`config.mk`:
```
export PLATFORM = sky130hd
export DESIGN_NAME = prog_freq_divide
export DESIGN_NICKNAME = d
export VERILOG_FILES = /design/src/rtl/prog_freq_divide_pkg.sv /design/src/rtl/fdiv_neg_stage.sv /design/src/rtl/prog_freq_divide.sv
export SDC_FILE = /design/constraint.sdc
export NUM_CORES = 1
export LEC_CHECK = 0
export BUFFER_PORTS_ARGS = -buffer_cell sky130_fd_sc_hd__buf_2
export CORE_MARGIN = 1
export CORE_UTILIZATION = 29
export DETAILED_ROUTE_END_ITERATION = 8
export GPL_ROUTABILITY_DRIVEN = 1
export HOLD_SLACK_MARGIN = 0.12
export SYNTH_ARGS = -nofsm -noshare
export SYNTH_HDL_FRONTEND = slang
export SYNTH_SLANG_ARGS = --single-unit
```
`constraint.sdc`:
```
create_clock -name clk -period 6.3 [get_ports clk]
set_input_delay 0 -clock clk [delete_from_list [all_inputs] [get_ports clk]]
set_output_delay 0 -clock clk [all_outputs]
set_load 0.02 [all_outputs]
```
`src/rtl/prog_freq_divide_pkg.sv`:
```
// Shared constants and helpers for the programmable clock divider.
`timescale 1ns/1ps
package prog_freq_divide_pkg;

   // Smallest divisor that still yields a real clock (one high, one low phase).
   localparam int unsigned DIV_MIN = 2;

   // Number of posedge cycles p_q stays high in one period: ceil(n/2).
   function automatic logic [31:0] half_ceil(input logic [31:0] n);
      half_ceil = (n >> 1) + {31'd0, n[0]};
   endfunction

endpackage

```
`src/rtl/fdiv_neg_stage.sv`:
```
// Single negedge flop with async active-low clear; the only falling-edge
// element of the divider, kept apart so it is easy to find in timing review.
`timescale 1ns/1ps
module fdiv_neg_stage (
   input  logic i_clk,
   input  logic i_clr_n,
   input  logic i_d,
   output logic o_q
);

   logic r_q;

   // Half-cycle delayed copy of the posedge phase flop.
   always_ff @(negedge i_clk or negedge i_clr_n) begin
      if (!i_clr_n) begin
         r_q <= 1'b0;
      end else begin
         r_q <= i_d;
      end
   end

   assign o_q = r_q;

endmodule

```
`src/rtl/prog_freq_divide.sv`:
```
// Runtime-programmable clock divider: any N in [2, 2^WIDTH-1], 50% duty for
// both even and odd N, with enable, period tick and boundary-synchronous
// ratio change.
`timescale 1ns/1ps
module prog_freq_divide
   import prog_freq_divide_pkg::*;
#(
   parameter int WIDTH       = 8,
   parameter int DIV_DEFAULT = 4
) (
   input  logic             clk,
   input  logic             clr,
   input  logic             en,
   input  logic [WIDTH-1:0] div_val,
   input  logic             div_load,
   output logic             divided_clk,
   output logic             tick,
   output logic             pending,
   output logic             div_err
);

   localparam logic [WIDTH-1:0] LP_DEF  = WIDTH'(DIV_DEFAULT);
   localparam logic [WIDTH-1:0] LP_MIN  = WIDTH'(DIV_MIN);
   localparam logic [WIDTH-1:0] LP_ONE  = WIDTH'(1);
   localparam logic [WIDTH-1:0] LP_ZERO = {WIDTH{1'b0}};

   // State registers
   logic [WIDTH-1:0] r_cnt;
   logic [WIDTH-1:0] r_cur_div;
   logic [WIDTH-1:0] r_pend_div;
   logic             r_pending;
   logic             r_err;
   logic             r_run;
   logic             r_tick;
   logic             r_p_q;

   // Next-state wires
   logic             w_valid_load;
   logic             w_bad_load;
   logic             w_boundary;
   logic [WIDTH-1:0] w_cnt_n;
   logic [WIDTH-1:0] w_cur_n;
   logic [WIDTH-1:0] w_pend_n;
   logic             w_pending_n;
   logic             w_run_n;
   logic [WIDTH-1:0] w_half_n;
   logic             w_tick_n;
   logic             w_p_n;
   logic             w_n_q;

   // Next-state computation: counter, ratio handover and phase/tick targets.
   always_comb begin
      w_valid_load = div_load && (div_val >= LP_MIN);
      w_bad_load   = div_load && (div_val <  LP_MIN);
      w_boundary   = r_run && (r_cnt == (r_cur_div - LP_ONE));
      w_cnt_n      = r_cnt;
      w_cur_n      = r_cur_div;
      w_pend_n     = r_pend_div;
      w_pending_n  = r_pending;
      w_run_n      = r_run;
      if (!r_run) begin
         // Idle: a valid load (or one left pending at the stop boundary)
         // takes effect at once, and en restarts from cnt=0.
         w_cnt_n     = LP_ZERO;
         w_run_n     = en;
         w_pending_n = 1'b0;
         if (w_valid_load) begin
            w_cur_n  = div_val;
            w_pend_n = div_val;
         end else if (r_pending) begin
            w_cur_n  = r_pend_div;
         end else begin
            w_cur_n  = r_cur_div;
         end
      end else if (w_boundary) begin
         // Period boundary: apply the earlier pending ratio; a load arriving
         // on this very cycle waits for the following boundary.
         w_cnt_n = LP_ZERO;
         w_run_n = en;
         if (r_pending) begin
            w_cur_n = r_pend_div;
         end else begin
            w_cur_n = r_cur_div;
         end
         if (w_valid_load) begin
            w_pend_n    = div_val;
            w_pending_n = 1'b1;
         end else begin
            w_pending_n = 1'b0;
         end
      end else begin
         // Mid-period: keep counting with the old ratio; last load wins.
         w_cnt_n = r_cnt + LP_ONE;
         if (w_valid_load) begin
            w_pend_n    = div_val;
            w_pending_n = 1'b1;
         end else begin
            w_pending_n = r_pending;
         end
      end
      w_half_n = WIDTH'(half_ceil(32'(w_cur_n)));
      w_tick_n = w_run_n && (w_cnt_n == LP_ZERO);
      w_p_n    = w_run_n && (w_cnt_n < w_half_n);
   end

   // Posedge state update with asynchronous active-low clear.
   always_ff @(posedge clk or negedge clr) begin
      if (!clr) begin
         r_cnt      <= LP_ZERO;
         r_cur_div  <= LP_DEF;
         r_pend_div <= LP_DEF;
         r_pending  <= 1'b0;
         r_err      <= 1'b0;
         r_run      <= 1'b0;
         r_tick     <= 1'b0;
         r_p_q      <= 1'b0;
      end else begin
         r_cnt      <= w_cnt_n;
         r_cur_div  <= w_cur_n;
         r_pend_div <= w_pend_n;
         r_pending  <= w_pending_n;
         r_run      <= w_run_n;
         r_tick     <= w_tick_n;
         r_p_q      <= w_p_n;
         if (w_bad_load) begin
            r_err <= 1'b1;
         end else begin
            r_err <= r_err;
         end
      end
   end

   fdiv_neg_stage u_neg (
      .i_clk   (clk),
      .i_clr_n (clr),
      .i_d     (r_p_q),
      .o_q     (w_n_q)
   );

   // Odd N trims half a clock off the front of the high phase by ANDing with
   // the negedge copy. cur_div only changes while both phase flops are low.
   assign divided_clk = r_cur_div[0] ? (r_p_q & w_n_q) : r_p_q;
   assign tick        = r_tick;
   assign pending     = r_pending;
   assign div_err     = r_err;

endmodule
```
* Word-level counts from Yosys, hierarchy flattened
Index checks and enable logic that the tools add are counted.
** Cells by class
- Add/sub/neg operators :: 3
- Magnitude comparators :: 3
- Equal/unequal tests :: 2
- Muxes and demuxes :: 13
- Bitwise operators :: 1
- Reductions and logical operators :: 6
** Operators by type and width (number)
- two-way mux 8 bit :: 6
- adder 7 x 1 -> 8 bit :: 1
- adder 8 x 1 -> 8 bit, second input constant :: 1
- equality test 8 bit :: 1
- >= comparator 8 x 2 -> 1 bit, second input constant :: 1
- zero test 8 bit :: 1
- less-than comparator 8 x 2 -> 1 bit, second input constant :: 1
- less-than comparator 8 bit :: 1
- subtractor 8 x 1 -> 8 bit, second input constant :: 1
- two-way mux 1 bit :: 7
- logical AND 1 bit :: 5
- != test 3 x 1 -> 1 bit, second input constant :: 1
- bitwise AND 1 bit :: 1
** Storage, ports and cells
- Bits in registers :: 30
- Bits of input ports :: 12
- Output and inout bits :: 4
- Logic and storage cells :: 37

* Longest topological paths before layout
Gate-level depths: netlist of the first run.
- Depth in word-level cells :: 8
- Mapped depth :: 23
- Depth with buffers taken out :: 21

* Cells and area by module
From an unflattened synthesis of the first run, not the netlist that was laid out.
** Unflattened totals
- Cells, all modules :: 213
- Area total of the unflattened synthesis :: 2102.0 um^2
** Modules (own cells, without submodules)
- prog_freq_divide :: times used 1, cells each 212, area an instance 2077.0 um^2, sequential area each 728.2 um^2
- fdiv_neg_stage :: times used 1, cells each 1, area an instance 25.0 um^2, sequential area each 25.0 um^2

==> results.json, run 1 <==
{
  "nNetsFinal": 259,
  "wl_um": 4860,
  "busiest_layer": "met2",
  "min_path_type": "primary input to asynchronous set/reset pin",
  "grtUsageMet2": 0.210,
  "use_met1": 0.209,
  "grt_pass1_vias": 1608,
  "fin_util": 0.358,
  "pre_cts_ws_ps": 1430,
  "core_um2": 6910,
  "clockPowerShare": 0.159,
  "drc": 0,
  "netSwitchingFraction": 0.438,
  "routabilityCongestion": 0.814,
  "cp.arrival_ps": 5150,
  "post_drt_wl_per_cell_um": 14.6,
  "place_hpwl_um": 3580,
  "endpoint_kind": "register",
  "grt_pass1_wl_um": 8290,
  "crit_path_max_fanout": 13,
  "antenna_cells": 0,
  "ys_ff_latch": 30,
  "dr.pass1.iters": 4,
  "synthesis.area_um2": 2100,
  "syn_area_per_cell_um2": 9.87,
  "clk_pin_slew_ps": 70,
  "start_util": 0.304,
  "intPower_mw": 0.670,
  "grt_start_max_net_pins": 31,
  "synth-edff-count": 0,
  "synth_warnings": 0,
  "avgViaCountPerCell": 5.00,
  "slowest_delay_ps": 450,
  "crit_required_ps": 6520,
  "row_count": 30,
  "irDropWorstVdd_mv": 0.335,
  "drive_above_1_share": 0.173,
  "htreeDepth": 2,
  "post_cts_resized": 0,
  "dieArea_um2": 7590,
  "path_cells": "inv_1, ha_1, or3_1, a31o_4, a211oi_4, nand2b_1, nand3_1, o211ai_1, ha_1, ha_1, nor3b_1, a41oi_1, o21ai_0, and4b_1, xnor2_1, ha_1, nand4_1, nor2_1, a211oi_1, o311a_1",
  "design_area_um2": 2470,
  "ctsHoldBuffers": 13,
  "finalSetupViolCount": 0,
  "numPortBuffers": 15,
  "antenna_found_initial": 0,
  "met3_usage": 0.0275,
  "fin_setup_tns_ps": 0,
  "power_mw": 1.19,
  "power.switching_mw": 0.522,
  "fmax_mhz": 203,
  "clockBufferDepth": 2,
  "async_flop_share": 1.00,
  "worstSetupPathType": "register to register",
  "clock_sink_count": 30,
  "p_leak_nw": 1.03,
  "cpMaxStageDelayCell": "dfrtp_1",
  "slew_viol_final": 0,
  "tightestPinTransition_ps": 695,
  "gr-usage-all-layers": 0.144,
  "relSlewSlack": 0.536,
  "status": "finished, final reports clean",
  "max-cap-violations": 0,
  "clock_latency_ps": 280,
  "cts-root-buf": "clkbuf_8",
  "worst_slack_ps": 1370,
  "power.share.sequential": 0.313,
  "drt_iter0_drc": 121,
  "antenna_left": 0,
  "synth.distinct_cells": 55,
  "cts_setup_buffers": 0,
  "p_per_area_nw_per_um2": 483,
  "min_period_over_period": 0.782,
  "ios": 16,
  "cp_top_family": "simple AND/OR/NAND/NOR gates",
  "synthCells": 213,
  "syn_nets": 236,
  "die_w_um": 87.1,
  "ys_seq_area_frac": 0.358,
  "critPathBufInv": 1,
  "vias": 1665,
  "synth_top_flop_cell": "dfrtp_1",
  "die_h_um": 87.1,
  "cts_buffers": 5,
  "worst_setup_path_start_kind": "register",
  "area_growth_syn_to_layout_pct": 17.6,
  "path_common_cell": "ha_1",
  "min_period_ps": 4930,
  "grt-ovfl-total": 0,
  "p_comb_frac": 0.529,
  "hold_violations": 0,
  "place_area_um2": 2230,
  "nFillCells": 736,
  "rsz0062_at_grt": "no",
  "cts_tree": "done",
  "skew_ps": 7.92
}
## cell usage in the layout (no fill, tap or decap), types with 2 or more instances in the layout
cell / synthesis / routed
and4b_1: 2 / 2
o31ai_1: 2 / 2
nor2_1: 14 / 14
nand3_1: 6 / 6
nor2b_1: 3 / 3
inv_1: 6 / 6
nand4_1: 3 / 3
buf_2: 4 / 15
dfstp_2: 2 / 2
xnor2_1: 12 / 12
a21o_1: 4 / 4
mux2_2: 6 / 6
clkbuf_1: 6 / 2
and3_1: 4 / 4
clkbuf_8: 0 / 5
a211oi_1: 2 / 2
a31oi_1: 3 / 3
xor2_1: 9 / 9
o211ai_1: 2 / 2
a22o_1: 4 / 4
dfrtp_1: 27 / 27
nor3_1: 7 / 7
ha_1: 11 / 11
nand2_1: 13 / 13
o21ai_0: 9 / 9
mux2i_1: 7 / 7
nand4b_1: 2 / 2
a221oi_1: 3 / 3
a21oi_1: 6 / 6
dlygate4sd3_1: 0 / 13
and2_1: 2 / 2
nor4_1: 2 / 2
nand2b_1: 5 / 5
## cells in the mapped netlist (all sizes together) (6+ instances only)
library cell,n,area share
a21oi,8,0.026
buf,6,0.020
clkbuf,7,0.013
dfrtp,27,0.32
ha,11,0.065
inv,6,0.011
mux2,6,0.032
mux2i,8,0.040
nand2,13,0.023
nand3,6,0.014
nor2,14,0.025
nor3,7,0.017
o21ai,10,0.024
xnor2,12,0.050
xor2,9,0.038
## sequential cells by signal, indices dropped and copies added (netlist names)
register / count
div_err: 1
r_p_q: 1
r_cur_div: 8
r_cnt: 8
pending: 1
u_neg.o_q: 1
r_pend_div: 8
tick: 1
r_run: 1
## final timing paths
kind,cells after the start,start,slack [ps],end
worst max-delay path,20,r_cur_div[0]$_DFF_PN0_,1370,r_p_q$_DFF_PN0_
worst min-delay path,2,clr,290,r_pend_div[5]$_DFFE_PN0P_
worst max register to register,20,r_cur_div[0]$_DFF_PN0_,1370,r_p_q$_DFF_PN0_
worst min register to register,1,div_err$_DFFE_PN0P_,460,div_err$_DFFE_PN0P_
max in group asynchronous,2,clr,2510,u_neg.o_q$_DFF_NN0_
min in group clk,1,div_err$_DFFE_PN0P_,460,div_err$_DFFE_PN0P_
## cell type report
type	instances	area (um2)	share of cell area
multi-input combinational	164	1260	0.508
sequential	30	753	0.305
timing repair buffer	29	213	0.0861
tap	96	120	0.0486
clock buffer	7	76.3	0.0309
clock inverter	1	30.0	0.0122
inverter	6	22.5	0.00911
## routing by layer
layer / wire length, um / up-vias
met3: 134 / 9
met1: 2350 / 804
met2: 2260 / 27
met5: 0 / -
met4: 115 / 0
li1: - / 825
## kinds of logic after synthesis
group | share of synthesized area
adders and majority gates | 0.0655
and+or+nand+nor | 0.182
DFF | 0.358
muxes | 0.0720
xor gates and xnor gates | 0.0875
AOI/OAI and AO/OA | 0.190
buffers and inverters | 0.0440
## through the flow
stage               instances  hold WS, ps
finish                    333          288
global route              333          377
CTS                       333          316
detailed placement        312         82.1
global placement          312         80.8
floorplan                 213         -296
## power groups by stage
stage	clock (mW)	combinational [mW]	sequential [mW]
global route	0.204	0.718	0.387
CTS	0.197	0.633	0.371
floorplan	0	0.555	0.308
detailed placement	0	0.623	0.375
global placement	0	0.608	0.373
finish	0.189	0.630	0.373
Note: power is estimated with default switching activity, not from simulation.
==> run 2, diff against run 1 <==
==> constraint.sdc (replaced) <==
create_clock -name clk -period 4.44 [get_ports clk]
set_input_delay 0 -clock clk [delete_from_list [all_inputs] [get_ports clk]]
set_output_delay 0 -clock clk [all_outputs]
set_load 0.02 [all_outputs]
==> results.json, run 2 (synthesis results as in run 1) <==
{
  "power_mw": 1.75,
  "crit_start": "r_cur_div[2]$_DFF_PN1_",
  "area_growth_syn_to_layout_pct": 23.6,
  "routabilityCongestion": 0.851,
  "power.switching_mw": 0.790,
  "cp-endpoint": "r_p_q$_DFF_PN0_",
  "grt-ovfl-total": 0,
  "design_area_um2": 2600,
  "worst_setup_path_start_kind": "register",
  "r2r-start": "r_cur_div[2]$_DFF_PN1_",
  "clock_sink_count": 30,
  "grt_start_max_net_pins": 31,
  "endpoint_kind": "register",
  "die_h_um": 87.1,
  "min_path_type": "primary input to asynchronous set/reset pin",
  "relSlewSlack": 0.708,
  "regArea_um2": 756,
  "cp.arrival_ps": 4380,
  "die_w_um": 87.1,
  "nFillCells": 720,
  "drc": 0,
  "r2r_setup_slack_ps": 280,
  "start_util": 0.304,
  "fmax_mhz": 240,
  "ios": 16,
  "p_comb_frac": 0.572,
  "crit_required_ps": 4660,
  "path_cells": "nor2b_1, or3_1, a31o_4, a211oi_4, buf_4, nand2b_4, nand3_1, o211ai_1, ha_2, ha_2, nor3b_1, a41oi_1, o21ai_1, and4b_1, xnor2_1, ha_1, a21o_1, a211oi_1, o311a_1",
  "slew_viol_final": 0,
  "htreeDepth": 2,
  "cpMaxStageDelayCell": "dfstp_2",
  "antenna_found_initial": 0,
  "cp.depth": 19,
  "whs_ps": 253,
  "post_drt_wl_per_cell_um": 14.9,
  "clk_pin_slew_ps": 70,
  "gr-usage-all-layers": 0.147,
  "status": "finished, final reports clean",
  "place_area_um2": 2300,
  "fin_setup_tns_ps": 0,
  "drive_above_1_share": 0.258,
  "nNetsFinal": 270,
  "grt_pass1_wl_um": 8510,
  "intPower_mw": 0.959,
  "rsz0062_at_grt": "no",
  "power.share.sequential": 0.293,
  "wl_um": 5140,
  "r2r_cells": 19,
  "netSwitchingFraction": 0.452,
  "dr.pass1.iters": 4,
  "p_leak_nw": 1.08,
  "critPathBufInv": 1,
  "worstSetupPathType": "register to register",
  "avgViaCountPerCell": 4.97,
  "cts_tree": "done",
  "cp_top_family": "compound AO/OA/AOI/OAI gates",
  "layout_common_cells": "25 x dfrtp_1, 15 x buf_2, 14 x nor2_1",
  "dieArea_um2": 7590,
  "irDropWorstVdd_mv": 0.428,
  "hold_violations": 0,
  "clockPowerShare": 0.135,
  "reg2reg_to": "r_p_q$_DFF_PN0_",
  "multi_input_area_um2": 1310,
  "row_count": 30,
  "drt_iter0_drc": 69,
  "min_period_over_period": 0.937,
  "crit_path_max_fanout": 9,
  "layout_commonest_cell": "dfrtp_1",
  "antenna_cells": 0,
  "min_period_ps": 4160,
  "path_common_cell": "ha_2",
  "cts_buffers": 5,
  "tightestPinTransition_ps": 437,
  "cts-root-buf": "clkbuf_8",
  "vias": 1708,
  "finalSetupViolCount": 0,
  "clockBufferDepth": 2,
  "grt_pass1_vias": 1766,
  "core_um2": 6910,
  "antenna_left": 0,
  "place_hpwl_um": 3860,
  "slowest_delay_ps": 630,
  "p_per_area_nw_per_um2": 673,
  "numPortBuffers": 15,
  "skew_ps": 12.8,
  "reg_top3": "r_cnt: 8 flops, r_cur_div: 8 flops, r_pend_div: 8 flops",
  "max-cap-violations": 0,
  "clock_latency_ps": 290
}
run 2: cell count changes in the layout (fill, tap and decap cells not counted), moves of 2 or more:
| cell | delta |
|---|---|
| buf_4 | +11 |
| clkbuf_1 | -2 |
| dfrtp_1 | -2 |
| dfrtp_2 | +2 |
| ha_1 | -3 |
| ha_2 | +3 |
run 2: layer usage:
layer / vias to the layer above / track usage / routed length (um)
li1: 843 / - / -
met1: 828 / 0.198 / 2360
met2: 23 / 0.234 / 2500
met3: 14 / 0.0275 / 126
met4: 0 / 0.0537 / 151
met5: - / 0 / 0
run 2: how the worst min path moves through the flow:
stage / slack [ps] / endpoint / startpoint
after floorplan: -300 / div_err$_DFFE_PN0P_ / clr
after global placement: 40 / r_pend_div[5]$_DFFE_PN0P_ / clr
after detailed placement: 40 / r_pend_div[5]$_DFFE_PN0P_ / clr
after CTS: 270 / r_pend_div[5]$_DFFE_PN0P_ / clr
after global routing: 310 / r_pend_div[5]$_DFFE_PN0P_ / clr
final: 250 / r_pend_div[5]$_DFFE_PN0P_ / clr
run 2: layout make-up:
cell class	instances	share of cell area
Clock buffer	6	0.0318
Clock inverter	2	0.00481
Inverter	6	0.00867
Multi-Input combinational cell	164	0.504
Sequential cell	30	0.291
Tap cell	96	0.0462
Timing Repair Buffer	40	0.114
run 2: repair_timing:
| action | CTS | global route |
|---|---|---|
| endpoints found under the setup margin | 0 | 1 |
| resized for setup | 0 | 13 |
| endpoints found under the hold margin | 42 | 0 |
| hold buffers | 13 | 0 |
| buffers inserted | 0 | 2 |
run 2: power groups by stage:
| stage | Clock (mW) | Sequential [mW] | Combinational [mW] |
|---|---|---|---|
| 2_1_floorplan | 0 | 0.437 | 0.788 |
| 3_3_place_gp | 0 | 0.501 | 0.935 |
| 3_5_place_dp | 0 | 0.505 | 0.954 |
| 4_1_cts | 0.241 | 0.499 | 0.973 |
| 5_1_grt | 0.253 | 0.527 | 1.14 |
| 6_report | 0.237 | 0.512 | 1.00 |
run 2: through the flow:
step,setup WS [ps],utilization,std cells
after floorplan,65.5,-,213
final,280,0.376,344
after global placement,199,0.333,321
after CTS,40.9,0.366,342
after global routing,10.5,0.376,344
after detailed placement,70.3,0.333,321
run 2: tightest hold or removal path: stages:
cell	delay, ps
dlygate4sd3_1	520
buf_2	90
buf_4	350
